File: src/rtl/matmul_sequencer.sv
// ---------------------------------------------------------------------------
// matmul_sequencer
//
// Purpose:
//   Drives an NxN output-stationary systolic multiply array. Operand rows of
//   A and B are buffered through a valid/ready load port while idle. A start
//   request clears the array, feeds the skewed edge operands, lets the
//   pipeline drain, snapshots the accumulators and then streams the result
//   matrix C out one row at a time over a valid/ready result port.
//
// Ports:
//   clk        rising-edge clock
//   rst        asynchronous active-low reset
//   ld_valid   operand row write request
//   ld_ready   operand row accepted (high only while idle)
//   ld_sel     0 = A buffer, 1 = B buffer
//   ld_row     row index of the operand row
//   ld_data    operand row, element k in [k*DW +: DW]
//   start      begin a multiply (sampled only while idle)
//   busy       high whenever the sequencer is not idle
//   done       one-cycle pulse after the last result row is taken
//   arr_clr    synchronous clear of all PE accumulators
//   arr_en     PE shift/accumulate enable
//   arr_a      left-edge operands, row i in [i*DW +: DW]
//   arr_b      top-edge operands, column j in [j*DW +: DW]
//   arr_c      PE accumulators, C[i][j] in [(i*N+j)*AW +: AW]
//   res_valid  result row valid
//   res_ready  result row accepted
//   res_row    index of the presented result row
//   res_data   result row, element j in [j*AW +: AW]
// ---------------------------------------------------------------------------
module matmul_sequencer #(
    parameter int N   = 4,
    parameter int DW  = 8,
    parameter int AW  = 16,
    parameter int LAT = 2
) (
    input  logic                  clk,
    input  logic                  rst,
    input  logic                  ld_valid,
    output logic                  ld_ready,
    input  logic                  ld_sel,
    input  logic [$clog2(N)-1:0]  ld_row,
    input  logic [N*DW-1:0]       ld_data,
    input  logic                  start,
    output logic                  busy,
    output logic                  done,
    output logic                  arr_clr,
    output logic                  arr_en,
    output logic [N*DW-1:0]       arr_a,
    output logic [N*DW-1:0]       arr_b,
    input  logic [N*N*AW-1:0]     arr_c,
    output logic                  res_valid,
    input  logic                  res_ready,
    output logic [$clog2(N)-1:0]  res_row,
    output logic [N*AW-1:0]       res_data
);

    localparam int RW       = $clog2(N);
    localparam int FEED_LEN = 3 * N - 2;
    localparam int CW       = $clog2(FEED_LEN + LAT + 1);

    typedef enum logic [2:0] {
        S_IDLE,
        S_CLEAR,
        S_FEED,
        S_DRAIN,
        S_CAPTURE,
        S_OUTPUT
    } state_t;

    state_t            r_state;
    logic [CW-1:0]     r_step;
    logic [N*DW-1:0]   r_bufA [N];
    logic [N*DW-1:0]   r_bufB [N];
    logic [N*AW-1:0]   r_resBuf [N];
    logic [RW-1:0]     r_row;
    logic              r_arrClr;
    logic              r_arrEn;
    logic              r_resValid;
    logic              r_done;
    logic [N*DW-1:0]   r_arrA;
    logic [N*DW-1:0]   r_arrB;
    logic [N*AW-1:0]   r_resData;
    logic [RW-1:0]     w_nextRow;

    // Left edge at step t: row i carries A[i][t-i], so each row enters one
    // cycle later than the row above it.
    function automatic logic [N*DW-1:0] skewA(input int t);
        logic [N*DW-1:0] v;
        int k;
        v = '0;
        for (int i = 0; i < N; i++) begin
            k = t - i;
            if (k >= 0 && k < N) begin
                v[i*DW +: DW] = r_bufA[i][k*DW +: DW];
            end
        end
        return v;
    endfunction

    // Top edge at step t: column j carries B[t-j][j], skewed the same way
    // across columns so matching A/B pairs meet at PE(i,j) on step i+j+k.
    function automatic logic [N*DW-1:0] skewB(input int t);
        logic [N*DW-1:0] v;
        int k;
        v = '0;
        for (int j = 0; j < N; j++) begin
            k = t - j;
            if (k >= 0 && k < N) begin
                v[j*DW +: DW] = r_bufB[k][j*DW +: DW];
            end
        end
        return v;
    endfunction

    assign w_nextRow = r_row + 1'b1;

    // Sequencer FSM. Every array/result output is registered and is loaded
    // on the transition into the state it belongs to, so the outputs seen
    // during a cycle always describe the state held during that cycle.
    always_ff @(posedge clk or negedge rst) begin
        if (!rst) begin
            r_state    <= S_IDLE;
            r_step     <= '0;
            r_row      <= '0;
            r_arrClr   <= 1'b0;
            r_arrEn    <= 1'b0;
            r_resValid <= 1'b0;
            r_done     <= 1'b0;
            r_arrA     <= '0;
            r_arrB     <= '0;
            r_resData  <= '0;
            for (int i = 0; i < N; i++) begin
                r_bufA[i]   <= '0;
                r_bufB[i]   <= '0;
                r_resBuf[i] <= '0;
            end
        end else begin
            r_done   <= 1'b0;
            r_arrClr <= 1'b0;
            case (r_state)
                S_IDLE: begin
                    // ld_ready is high in idle, so a request is a transfer;
                    // a load alongside start still lands before the first
                    // FEED step reads the buffers.
                    if (ld_valid) begin
                        if (ld_sel) begin
                            r_bufB[ld_row] <= ld_data;
                        end else begin
                            r_bufA[ld_row] <= ld_data;
                        end
                    end
                    if (start) begin
                        r_state  <= S_CLEAR;
                        r_arrClr <= 1'b1;
                    end
                end
                S_CLEAR: begin
                    r_state <= S_FEED;
                    r_step  <= '0;
                    r_arrEn <= 1'b1;
                    r_arrA  <= skewA(0);
                    r_arrB  <= skewB(0);
                end
                S_FEED: begin
                    if (r_step == CW'(FEED_LEN - 1)) begin
                        r_step <= '0;
                        r_arrA <= '0;
                        r_arrB <= '0;
                        if (LAT > 0) begin
                            r_state <= S_DRAIN;
                        end else begin
                            r_state <= S_CAPTURE;
                            r_arrEn <= 1'b0;
                        end
                    end else begin
                        r_step <= r_step + 1'b1;
                        r_arrA <= skewA(int'(r_step) + 1);
                        r_arrB <= skewB(int'(r_step) + 1);
                    end
                end
                S_DRAIN: begin
                    if (r_step == CW'(LAT - 1)) begin
                        r_state <= S_CAPTURE;
                        r_arrEn <= 1'b0;
                    end else begin
                        r_step <= r_step + 1'b1;
                    end
                end
                S_CAPTURE: begin
                    // Rows of C are contiguous in arr_c, so each result row
                    // is a straight slice; row 0 is presented immediately.
                    for (int i = 0; i < N; i++) begin
                        r_resBuf[i] <= arr_c[i*N*AW +: N*AW];
                    end
                    r_resData  <= arr_c[N*AW-1:0];
                    r_row      <= '0;
                    r_resValid <= 1'b1;
                    r_state    <= S_OUTPUT;
                end
                S_OUTPUT: begin
                    if (res_ready) begin
                        if (r_row == RW'(N - 1)) begin
                            r_state    <= S_IDLE;
                            r_resValid <= 1'b0;
                            r_done     <= 1'b1;
                        end else begin
                            r_row     <= w_nextRow;
                            r_resData <= r_resBuf[w_nextRow];
                        end
                    end
                end
                default: begin
                    r_state <= S_IDLE;
                end
            endcase
        end
    end

    assign ld_ready  = (r_state == S_IDLE);
    assign busy      = (r_state != S_IDLE);
    assign done      = r_done;
    assign arr_clr   = r_arrClr;
    assign arr_en    = r_arrEn;
    assign arr_a     = r_arrA;
    assign arr_b     = r_arrB;
    assign res_valid = r_resValid;
    assign res_row   = r_row;
    assign res_data  = r_resData;

endmodule

File: config.mk
export PLATFORM = sky130hd
export DESIGN_NAME = matmul_sequencer
export DESIGN_NICKNAME = d
export VERILOG_FILES = /design/src/rtl/matmul_sequencer.sv
export SDC_FILE = /design/constraint.sdc
export NUM_CORES = 1
export LEC_CHECK = 0
export ABC_AREA = 1
export ABC_CLOCK_PERIOD_IN_PS = 7200
export CORE_AREA = 3 3 231 233
export CTS_CLUSTER_SIZE = 30
export DETAILED_ROUTE_END_ITERATION = 8
export DIE_AREA = 0 0 234 236
export GPL_TIMING_DRIVEN = 0
export MAX_ROUTING_LAYER = met4
export PLACE_DENSITY = 0.89
export SYNTH_ARGS = -nofsm -noshare
export SYNTH_HDL_FRONTEND = slang
export SYNTH_SLANG_ARGS = --single-unit
File: constraint.sdc
create_clock -name clk -period 7.2 [get_ports clk]
set_input_delay 2.16 -clock clk [delete_from_list [all_inputs] [get_ports clk]]
set_output_delay 2.16 -clock clk [all_outputs]
set_load 0.01 [all_outputs]
==> metrics.md <==
| Metric | Value |
|---|---|
| Status | finished, final reports clean |
| Latest clock arrival within the worst-skew pair | roughly 0.61 ns |
| Routed wire length | between 100000 and 150000 um |
| RSZ-0062 raised after global routing | no |
| Number of nets still failing antenna checks after routing | 0 |
| Synth Area per Inst | 9.05 sq um |
| Setup crit end | ld_ready |
| Distinct cells, synth | 34 |
| Worst Setup SP | r_state[0] |
| Post-synth net total | around 3400 |
| Synth-to-Final Area Change | 27.5% |
| Post-synth top area share | 0.579 |
| Most frequent CP cell | inv_2 |
| Worst setup SP type | flip-flop |
| Yosys warns | 0 |
| Hold/Removal Path Class | reg2reg |
| Clk slew on worst S/H paths | 0.06 ns |
| Min cycle time layout | 4.51 ns |
| Initial antenna violation count | 27 |
| Initial Utilization | 0.549 |
| # rows | 83 |
| Die Area | approximately 55000 sq um |
| Port bufs | roughly 430 |
| CP max-delay cell | clkdlybuf4s50_1 |
| CTS tree | built |
| Initial drt markers | between 3000 and 4000 |
| GP Congestion | between 0.9 and 1 |
| Critical path class | reg2out |
| Worst setup EP type | output pin |
| R2R setup slack | between 3 and 4 ns |
| Slew Limit Fails | 0 |
| Cell with the most instances after synthesis | nand2_1 |
| FMAX | between 0.2 and 0.25 GHz |
| Critical path, cell by cell | inv_2 -> nand2_1 -> inv_2 -> nand2_2 -> inv_1 -> clkdlybuf4s50_1 |
| Die Span X | 234 um |
| Die H | about 240 um |
| Total grt overflow | 0 |
| Pin count of the biggest net entering global routing | 126 |
| Total CTS buffers | between 60 and 70 |
| Critical Path Fanout Max | 6 |
| Worst slew margin | 0.337 |
| Hold Violations, Final | 0 |
| Setup TNS | 0 ns |
| WHS | approximately 0.48 ns |
| DP Wirelength | roughly 71000 um |
| Maximum vdd ir drop | 0.000276 V |
| Fin Clk Skew | 0.0218 ns |
| Synth top area cells | dfrtp_1 (58%), nand2_1 (9.2%), o21ai_0 (7.4%), mux2_2 (5.2%), a21oi_1 (5.1%) |
| Post-synth top area cell | dfrtp_1 |
| EDFF count, synth | 0 |
| Core area | approximately 50000 sq um |
| H-tree depth | 3 |
| Seq/Total Area, Yosys | 0.579 |
| Lkg Pwr | approximately 0.017 uW |
| Vias | roughly 26000 |
| Hold Path Stages | 1 |
| Sink Count | ~650 |
| Final period utilization | 0.626 |
| Vias in the first global route | between 20000 and 30000 |
| PwrDens | ~440 nW/um^2 |
| Gate Count Post-Synth | about 3100 |
| Least-Margin Pin Slew | just under 1 ns |
| Crit path largest cell delay | 0.73 ns |
| First-pass iteration count of the detailed router | 9 |
| FFs w/ async S/R, synth | 1.00 |
| Startpoint of the worst hold path | arr_b[12] |
| DRC | 0 |
| Mapped cell area | ~28000 sq um |
| Req. time, crit path | 5.04 ns |
| Drt via density | slightly below 6 |
| FF+latch count, synth | 653 |
| Crit path buf inv count | 4 |
| CTS root buffer | clkbuf_16 |
| Post-CTS setup buffers | 0 |
| WP data arrival | approximately 2.4 ns |
| Layout net count | roughly 4000 |
| Delay-heaviest family, CP | buffers and inverters |
| WL/cell | ~23 um |
| Top cells by count, synth | nand2_1 (692), dfrtp_1 (653), o21ai_0 (416) |
| Post-cts hold buffer count | 0 |
| First-pass GRT wire length | approximately 150000 um |
| Post_cts resized | 0 |
| Critical Path Stages | 6 |
| Proportion of layout cells with a drive suffix above 1 | 0.0878 |
| Reg2reg end | arr_a[23] |
| Clk buf depth | 3 |
| Ports | about 430 |
| Synth Flop Type | dfrtp_1 |
| Reg2reg path depth | 14 |
| R2R Path Start | r_step[0] |
| # setup viols final | 0 |
| Total of max-cap violations | 0 |
| GRT Overall Usage | 0.374 |
-- placed cells by master, fill, tap and decap left out, drive strengths merged, types with 71 or more instances in the layout --
cell and n:
a21oi 286, dfrtp 653, inv 213, nand3 82, clkdlybuf4s50 430, mux2 130, nand2 697, clkbuf 217
nor2 263, o21ai 418, buf 85, a31oi 71
-- metal layers --
| layer | track usage | vias up | routed length, um |
|---|---|---|---|
| li1 | - | 11400 | - |
| met1 | 0.426 | 12700 | 35300 |
| met2 | 0.568 | 1659 | 47200 |
| met3 | 0.125 | 469 | 12000 |
| met4 | 0.231 | 0 | 7210 |
| met5 | - | - | 0 |
-- worst min-delay path by stage --
stage,to,slack [ns]
2_1_floorplan,r_bufA[15],0.44
3_3_place_gp,r_bufA[31],0.46
3_5_place_dp,arr_b[19],0.46
4_1_cts,arr_b[12],0.48
5_1_grt,arr_b[12],0.50
6_report,arr_b[12],0.48
-- worst register-to-register path, delay by kind of cell (launching register included) --
kind          cells  cell delay (ns)
simple gates      7             1.18
fa+ha+maj         1             0.28
buf+inv           6             1.91
flops             1             0.40
-- kinds of logic after synthesis --
logic type	after synthesis	synth area share
buf+inv	413	0.0576
compound gates	821	0.153
xor+xnor	1	0.000310
flops	653	0.579
simple gates	1094	0.155
mux	130	0.0518
fa+ha+maj	8	0.00354
-- sequential cells by signal, indices dropped and copies added (netlist names) --
| signal | count |
|---|---|
| arr_b | 32 |
| r_bufB | 128 |
| arr_a | 32 |
| arr_en | 1 |
| res_data | 64 |
| r_bufA | 128 |
| done | 1 |
| arr_clr | 1 |
| r_step | 4 |
| res_valid | 1 |
| r_state | 3 |
| r_resBuf | 256 |
| res_row | 2 |
-- per-stage QoR --
stage / instances / total power (uW) / area (sq um) / utilization / setup WS [ns]
finish: 4389 / 15900 / 36000 / 0.700 / 2.69
global placement: 4231 / 11700 / 33400 / 0.650 / -24.66
global route: 4385 / 16800 / 36000 / 0.700 / 2.59
CTS: 4358 / 15700 / 35900 / 0.699 / 2.68
detailed placement: 4236 / 11900 / 33600 / 0.653 / 2.88
floorplan: 3120 / 9430 / 28200 / - / 4.07
-- where the power goes --
group	switching, uW	internal (uW)	leakage, uW	total (uW)
Clock	1500	2240	0.00118	3740
Combinational	3800	2330	0.00742	6130
Sequential	829	5220	0.00798	6050
Total	6130	9790	0.0166	15900
-- layout make-up --
type                       instances  area [sq um]
buffer                           201           832
antenna                           31          77.6
clock inverter                    27           372
multi-input combinational       2054         10300
sequential                       653         16300
clock buffer                      95          2010
fill                            3628         15400
inverter                         212           796
tap                              680           851
timing repair buffer             436          4460
Note: power is estimated with default switching activity, not from simulation.
